**src/rtl/tdm_demux_4ch_pkg.sv**
```systemverilog
// Shared definitions for the 4-channel TDM demultiplexer (receive side).
package tdm_demux_4ch_pkg;

    // Slots per frame and width of the slot index.
    localparam int NCH    = 4;
    localparam int SLOT_W = 2;

    // Frame alignment states: HUNT searches for frame_sync, RUN is locked.
    typedef enum logic {
        HUNT = 1'b0,
        RUN  = 1'b1
    } state_e;

endpackage : tdm_demux_4ch_pkg

```
**src/rtl/tdm_demux_4ch_slot_counter.sv**
```systemverilog
// Two-bit wrapping slot counter; tracks which slot the next accepted sample fills.
module tdm_slot_counter
    import tdm_demux_4ch_pkg::*;
(
    input  logic              clk,
    input  logic              rst_n,
    input  logic              inc,
    input  logic              load1,
    input  logic              clr,
    output logic [SLOT_W-1:0] sel
);

    logic [SLOT_W-1:0] cnt_q;
    logic [SLOT_W-1:0] cnt_d;

    // Next count: clear wins over load-to-1 (slot 0 just captured), which wins over increment.
    always_comb begin
        cnt_d = cnt_q;
        if (clr) begin
            cnt_d = '0;
        end else if (load1) begin
            cnt_d = SLOT_W'(1);
        end else if (inc) begin
            cnt_d = cnt_q + SLOT_W'(1);
        end
    end

    // Counter register; wraps 3 -> 0 through natural 2-bit overflow.
    always_ff @(posedge clk or negedge rst_n) begin
        if (!rst_n) begin
            cnt_q <= '0;
        end else begin
            cnt_q <= cnt_d;
        end
    end

    assign sel = cnt_q;

endmodule : tdm_slot_counter

```
**src/rtl/tdm_demux_4ch.sv**
```systemverilog
// Receive-side TDM demultiplexer: rebuilds 4-slot frames from a serial stream,
// tracks frame alignment and flags misplaced or missing frame_sync.
module tdm_demux_4ch
    import tdm_demux_4ch_pkg::*;
#(
    parameter int WIDTH = 1
) (
    input  logic                 clk,
    input  logic                 rst_n,
    input  logic [WIDTH-1:0]     din,
    input  logic                 din_valid,
    input  logic                 frame_sync,
    output logic [NCH*WIDTH-1:0] channel,
    output logic [SLOT_W-1:0]    sel,
    output logic                 frame_valid,
    output logic                 locked,
    output logic                 sync_err
);

    state_e               state_q, state_d;
    logic [NCH*WIDTH-1:0] channel_q, channel_d;
    logic                 frame_valid_q, frame_valid_d;
    logic                 sync_err_q, sync_err_d;
    logic [WIDTH-1:0]     shadow_q [NCH-1];
    logic [WIDTH-1:0]     shadow_d [NCH-1];

    logic                 cnt_inc, cnt_load1, cnt_clr;
    logic                 shadow_wr;
    logic [SLOT_W-1:0]    shadow_idx;

    tdm_slot_counter u_slot_counter (
        .clk   (clk),
        .rst_n (rst_n),
        .inc   (cnt_inc),
        .load1 (cnt_load1),
        .clr   (cnt_clr),
        .sel   (sel)
    );

    // Frame alignment decisions for the sample accepted on this edge.
    always_comb begin
        state_d       = state_q;
        channel_d     = channel_q;
        frame_valid_d = 1'b0;
        sync_err_d    = 1'b0;
        cnt_inc       = 1'b0;
        cnt_load1     = 1'b0;
        cnt_clr       = 1'b0;
        shadow_wr     = 1'b0;
        shadow_idx    = '0;
        if (din_valid) begin
            case (state_q)
                HUNT: begin
                    // Unsynced samples are dropped until the first slot-0 marker.
                    if (frame_sync) begin
                        shadow_wr = 1'b1;
                        cnt_load1 = 1'b1;
                        state_d   = RUN;
                    end
                end
                RUN: begin
                    if (frame_sync) begin
                        // Early sync drops the partial frame and restarts at slot 0.
                        shadow_wr  = 1'b1;
                        cnt_load1  = 1'b1;
                        sync_err_d = (sel != '0);
                    end else if (sel == '0) begin
                        // Expected slot 0 came without sync: alignment lost.
                        sync_err_d = 1'b1;
                        cnt_clr    = 1'b1;
                        state_d    = HUNT;
                    end else if (sel == SLOT_W'(NCH - 1)) begin
                        // Last slot completes the frame straight from din.
                        for (int k = 0; k < NCH - 1; k++) begin
                            channel_d[k*WIDTH +: WIDTH] = shadow_q[k];
                        end
                        channel_d[(NCH-1)*WIDTH +: WIDTH] = din;
                        frame_valid_d = 1'b1;
                        cnt_inc       = 1'b1;
                    end else begin
                        shadow_wr  = 1'b1;
                        shadow_idx = sel;
                        cnt_inc    = 1'b1;
                    end
                end
                default: state_d = HUNT;
            endcase
        end
    end

    // One shadow register per non-final slot; only the addressed one loads.
    generate
        for (genvar gi = 0; gi < NCH - 1; gi++) begin : g_shadow
            always_comb begin
                shadow_d[gi] = shadow_q[gi];
                if (shadow_wr && (shadow_idx == SLOT_W'(gi))) begin
                    shadow_d[gi] = din;
                end
            end
        end
    endgenerate

    // State, shadow and registered outputs; reset discards any partial frame.
    always_ff @(posedge clk or negedge rst_n) begin
        if (!rst_n) begin
            state_q       <= HUNT;
            channel_q     <= '0;
            frame_valid_q <= 1'b0;
            sync_err_q    <= 1'b0;
            for (int k = 0; k < NCH - 1; k++) begin
                shadow_q[k] <= '0;
            end
        end else begin
            state_q       <= state_d;
            channel_q     <= channel_d;
            frame_valid_q <= frame_valid_d;
            sync_err_q    <= sync_err_d;
            for (int k = 0; k < NCH - 1; k++) begin
                shadow_q[k] <= shadow_d[k];
            end
        end
    end

    assign channel     = channel_q;
    assign frame_valid = frame_valid_q;
    assign sync_err    = sync_err_q;
    assign locked      = (state_q == RUN);

endmodule : tdm_demux_4ch

```
**config.mk**
```make
export PLATFORM = sky130hd
export DESIGN_NAME = tdm_demux_4ch
export DESIGN_NICKNAME = d
export VERILOG_FILES = /design/src/rtl/tdm_demux_4ch_pkg.sv /design/src/rtl/tdm_demux_4ch_slot_counter.sv /design/src/rtl/tdm_demux_4ch.sv
export SDC_FILE = /design/constraint.sdc
export NUM_CORES = 1
export LEC_CHECK = 0
export CORE_UTILIZATION = 40
export DETAILED_ROUTE_END_ITERATION = 6
export GPL_TIMING_DRIVEN = 0
export PLACE_DENSITY_LB_ADDON = 0.25
export SETUP_SLACK_MARGIN = 0.1
export SYNTH_ARGS = -nofsm -noshare
export SYNTH_HDL_FRONTEND = slang
export SYNTH_SLANG_ARGS = --single-unit
```
**constraint.sdc**
```tcl
create_clock -name clk -period 4.9 [get_ports clk]
set_clock_uncertainty 0.15 [all_clocks]
set_input_delay 0.49 -clock clk [delete_from_list [all_inputs] [get_ports clk]]
set_output_delay 0.49 -clock clk [all_outputs]
set_load 0.05 [all_outputs]
```
-- Word-level counts from Yosys, hierarchy flattened
Cells that the tools add are included.
- add/subtract/negate cells: 1
- equal/unequal tests: 3
- bitwise logic cells: 3
- reductions and logical operators: 8
- mux-type cells: 33
- operators by type and width (cell ; count):
    $mux 1 ; 23
    $mux 2 ; 8
    $reduce_and 5->1 ; 1
    $eq 2x2->1 const B ; 2
    $logic_not 2->1 ; 2
    $pmux 1 s2 ; 2
    $logic_and 1x1->1 ; 3
    $not 1->1 ; 3
    $reduce_bool 3->1 ; 1
    $add 2x1->2 const B ; 1
    $eq 2x1->1 const B ; 1
    $reduce_bool 2->1 ; 1
- logic and storage cells: 56
- output and inout port bits: 9
- bits of input ports: 5
- bits in registers: 12

-- Depth between registers and ports, before layout
Gate-level depths: netlist of the first run.
- depth in word-level cells: 8
- depth in mapped cells: 7
- gate-level depth less buffers: 7

-- Hierarchy
From an unflattened synthesis of the first run, not the netlist that was laid out.
- cell total of the unflattened synthesis: 51
- area, all modules: 620.6 um^2
- modules (own cells, without submodules) (module ; cells each ; sequential area each (um^2) ; area each (um^2) ; instances):
    tdm_demux_4ch ; 43 ; 250.2 ; 523.0 ; 1
    tdm_slot_counter ; 8 ; 50.0 ; 97.6 ; 1

-- Worst setup path before layout of the first run
No wires, ideal clock.
- kind: register to register
- start point: reg u_slot_counter.cnt_q[1] (netlist: u_slot_counter.sel[1])
- end point: reg shadow_q[1] (netlist bit)
- slack: 2.829 ns
- path buffers: 0
- arrival: 1.794 ns
- stages on the path, launching flop included: 6
- required time: 4.622 ns
- clock period less this slack: 2.071 ns
- setup time: 0.128 ns
- cell sequence: dfrtp_1 inv_1 ha_1 nand4b_4 nor3b_2 mux2_1
- longest elaborated chain between the ends: 8
- elaborated cells between the ends (all ways): 14
- those cells by class: eq/ne (2); mux (10); reduce/logical (2)
- RTL lines (element ; RTL line ; text):
    from (decl) ; tdm_demux_4ch_slot_counter.sv:13 ; logic [SLOT_W-1:0] cnt_q;
    from (signal assigned) ; tdm_demux_4ch_slot_counter.sv:33 ; cnt_q <= cnt_d;
    $eq 2x2->1 ; tdm_demux_4ch.sv:72 ; end else if (sel == SLOT_W'(NCH - 1)) begin
    $mux 2 ; tdm_demux_4ch.sv:72 ;
    $mux 2 ; tdm_demux_4ch.sv:67 ; end else if (sel == '0) begin
    $mux 2 ; tdm_demux_4ch.sv:62 ; if (frame_sync) begin
    $mux 2 ; tdm_demux_4ch.sv:52 ; case (state_q)
    $mux 2 ; tdm_demux_4ch.sv:51 ; if (din_valid) begin
    $eq 2x1->1 ; tdm_demux_4ch.sv:96 ; if (shadow_wr && (shadow_idx == SLOT_W'(gi))) begin
    $logic_and 1x1->1 * ; tdm_demux_4ch.sv:96 ;
    to (signal, indexed assignment) ; tdm_demux_4ch.sv:119 ; shadow_q[k] <= shadow_d[k];
    to (decl) ; tdm_demux_4ch.sv:24 ; logic [WIDTH-1:0] shadow_q [NCH-1];
Every way passes the cells marked *; elsewhere a longest branch is shown, timed or not.
A chain may end at the register's enable or synchronous reset.

-- Final worst setup path of the first run
- start point: reg u_slot_counter.cnt_q[0] (netlist: u_slot_counter.sel[0])
- end point: out sel[0]
- RTL lines (element ; RTL line ; text):
    to (decl) ; tdm_demux_4ch.sv:14 ; output logic [SLOT_W-1:0] sel,
No word-level cell between the ends.

==> results of run 1 <==
-- per-stage QoR --
| step | setup slack [ps] | util | power (mW) | area (sq um) | hold WS (ps) |
|---|---|---|---|---|---|
| floorplan | 2830 | - | 0.394 | 686 | 44.4 |
| global placement | 2590 | 0.536 | 0.480 | 836 | 314 |
| detailed placement | 2580 | 0.536 | 0.485 | 836 | 322 |
| CTS | 2650 | 0.559 | 0.565 | 872 | 340 |
| global route | 2620 | 0.559 | 0.595 | 872 | 358 |
| finish | 2660 | 0.559 | 0.563 | 872 | 333 |
-- worst paths after layout --
check | from | to | slack [ps] | cells after the start
min in group asynchronous | rst_n | channel[1] | 420 | 1
worst max-delay path | u_slot_counter.sel[0] | sel[0] | 2660 | 1
max in group asynchronous | rst_n | frame_valid | 3820 | 1
worst min register to register | shadow_q[0] | channel[2] | 330 | 1
worst min-delay path | shadow_q[0] | channel[2] | 330 | 1
worst max register to register | u_slot_counter.sel[0] | channel[1] | 2960 | 6
-- worst register-to-register path, cell delays in order, from the launching register on --
cell,delay [ps]
dfrtp_1,470
inv_1,110
ha_1,230
inv_1,60
ha_1,280
nand4_4,170
mux2_1,350
-- metal layers --
metal	vias up	GRT usage
met5	-	0
met2	10	0.206
met4	0	0.113
li1	223	-
met3	4	0.0375
met1	217	0.223
-- where the power goes --
group	total, mW	leakage, nW	internal (mW)	switching [mW]
clock	0.0796	0.0210	0.0452	0.0345
sequential	0.167	0.147	0.137	0.0297
combinational	0.316	0.230	0.128	0.188
total	0.563	0.398	0.310	0.252
-- Yosys cell counts, drive strengths merged --
| cell type | n | area, sq um |
|---|---|---|
| a21o | 1 | 7.51 |
| a21oi | 2 | 10.0 |
| a31o | 2 | 17.5 |
| a31oi | 2 | 12.5 |
| and2b | 1 | 7.51 |
| and3 | 1 | 6.26 |
| and4 | 1 | 8.76 |
| buf | 2 | 22.5 |
| dfrtp | 12 | 300 |
| ha | 7 | 87.6 |
| inv | 4 | 15.0 |
| mux2 | 7 | 82.6 |
| nand4 | 1 | 21.3 |
| nand4b | 2 | 32.5 |
| nor3b | 2 | 25.0 |
| nor4bb | 1 | 10.0 |
| o21ai | 2 | 10.0 |
| o32ai | 1 | 8.76 |
-- layout make-up --
class                      instances  area [sq um]  area share
sequential                        12           300       0.344
buffer                             2          22.5      0.0258
tap                               16          20.0      0.0230
inverter                           4          15.0      0.0172
timing repair buffer              13           130       0.149
multi-input combinational         33           348       0.399
clock buffer                       4          36.3      0.0416
-- cell families (layout without fill, tap and decap cells) --
kind of cell / Yosys count / count (layout) / share of synthesized area
fa+ha+maj: 7 / 7 / 0.128
mux: 7 / 7 / 0.120
flops: 12 / 12 / 0.438
buf+inv: 6 / 23 / 0.0547
compound gates: 10 / 10 / 0.0967
simple gates: 9 / 9 / 0.162
-- flip-flops by register name, summed over array words and instances, names as in the netlist --
name,count
shadow_q,3
u_slot_counter.sel,2
sync_err,1
frame_valid,1
channel,4
locked,1
==> summary.md, run 1 <==
| Metric | Value |
|---|---|
| Final worst-path cycle share | 0.457 |
| Max-slew violations | 0 |
| Vias in the first global route | 424 |
| Post-Place Cells | 80 |
| RSZ-0062 raised after global routing | false |
| Slew @ Worst Pin | ~550 ps |
| Cts repair resizes | 0 |
| Vias per cell | approximately 5.4 |
| Hold WC Path Type | reg2reg |
| Initial DRT Pass Iterations | 5 |
| Placeable Area | between 0.0015 and 0.002 sq mm |
| Largest delay share family, worst path | buffers and inverters |
| Violated checks | design-rule violations |
| Initial antenna violation count | 0 |
| PD cells | roughly 650 mW/mm^2 |
| Peak Freq | between 400 and 500 MHz |
| CTS clk-pin slew, worst paths | 80 ps |
| Area growth syn-to-layout | 27.2% |
| Initial DRC Count | 12 |
| Post-cts hold buffer count | 0 |
| Setup CP Type | reg2out |
| Port bufs | 13 |
| FILL cells | roughly 140 |
| Relative slew slack | 0.631 |
| WP data arrival | approximately 1600 ps |
| First-pass GRT wire length | 2.05 mm |
| Synthesized Nets | 63 |
| Setup Fix Bufs, Post-CTS | 0 |
| Synthesis-stage register bit count | 12 |
| Die height | 43.4 um |
| Status | finished, violations left |
| RePlAce Congestion | 0.730 |
| Detailed placement HPWL | approximately 900 um |
| Post-Route WL | between 1 and 1.5 mm |
| Crit Path Max Fanout | 7 |
| Met3 routed WL | approximately 38 um |
| Most common cell after layout, fill and taps aside | clkdlybuf4s50_1 |
| Distinct cells, synth | 22 |
| Post-route ant nets | 0 |
| Fraction of layout cells with a size suffix above 1 | 0.176 |
| Clk_lat worst skew | roughly 270 ps |
| Total of max-cap violations | 0 |
| Sequential share of the synthesized area | 0.438 |
| Worst path max stage delay | 850 ps |
| Clock Path Buffers | 2 |
| Clk sink count | 12 |
| Post-Syn Area | roughly 690 sq um |
| Inserted Diodes | 0 |
| Inserted Clock Buffers | 3 |
| GRT Overall Usage | 0.156 |
| Root buf cell | clkbuf_4 |
| Slowest cell on the critical path | clkdlybuf4s50_1 |
| Final setup fails | 0 |
| Die width | 43.4 um |
| Ports | 14 |
| Hold Fails Final Rpt | 0 |
| Peak supply drop | between 0.3 and 0.4 mV |
| CP Data Required Time | around 4300 ps |
| Fin nets | slightly above 80 |
| Setup TNS | 0 ps |
| Most frequent cells in the layout | clkdlybuf4s50_1 (13), dfrtp_1 (12), ha_1 (7) |
| Yosys warning count | 0 |
| Starting Density | 0.440 |
| Cells after synthesis | just over 50 |
| Vias | 454 |
| Crit. End Element | output port |
| WL met2 | ~500 um |
| Site row count | 14 |
| Cell Chain, Critical Path | clkdlybuf4s50_1 |
| Fin cells | 84 |
| CTS H-Tree Depth | 1 |
| Top sig layer | met4 |
| Avg WL per Cell | roughly 14 um |
| Final min period | about 2200 ps |
| Die area | 0.00188 sq mm |
| Congestion Overflow GR | 0 |
| P_leak | 0.398 nW |
| CP bufs+invs | 1 |
| Syn_area_per_cell | around 13 sq um |
| Wl on met1 | approximately 590 um |
| TritonCTS clock tree | yes |
| Largest net degree at the start of global routing | 13 |
| Nature of the critical path startpoint | flip-flop |
| Drc violations | 4 |
No activity file was read; power rests on OpenSTA's default activity.
==> run 2: changes to the inputs <==
- clock period: 4.9 -> 2.3 ns (I/O delays scaled with it)
==> results of run 2 <==
Same layout as run 1 (identical final DEF). Status: finished, violations left: design-rule violations.
Among the figures that moved: setup slack after placement 2580 ps -> 244 ps; setup slack after layout 2660 ps -> 322 ps; hold slack 333 ps -> 160 ps; register-to-register setup slack 2960 ps -> 360 ps; total power 0.563 mW -> 1.20 mW; worst IR drop on VDD 0.347 mV -> 0.740 mV
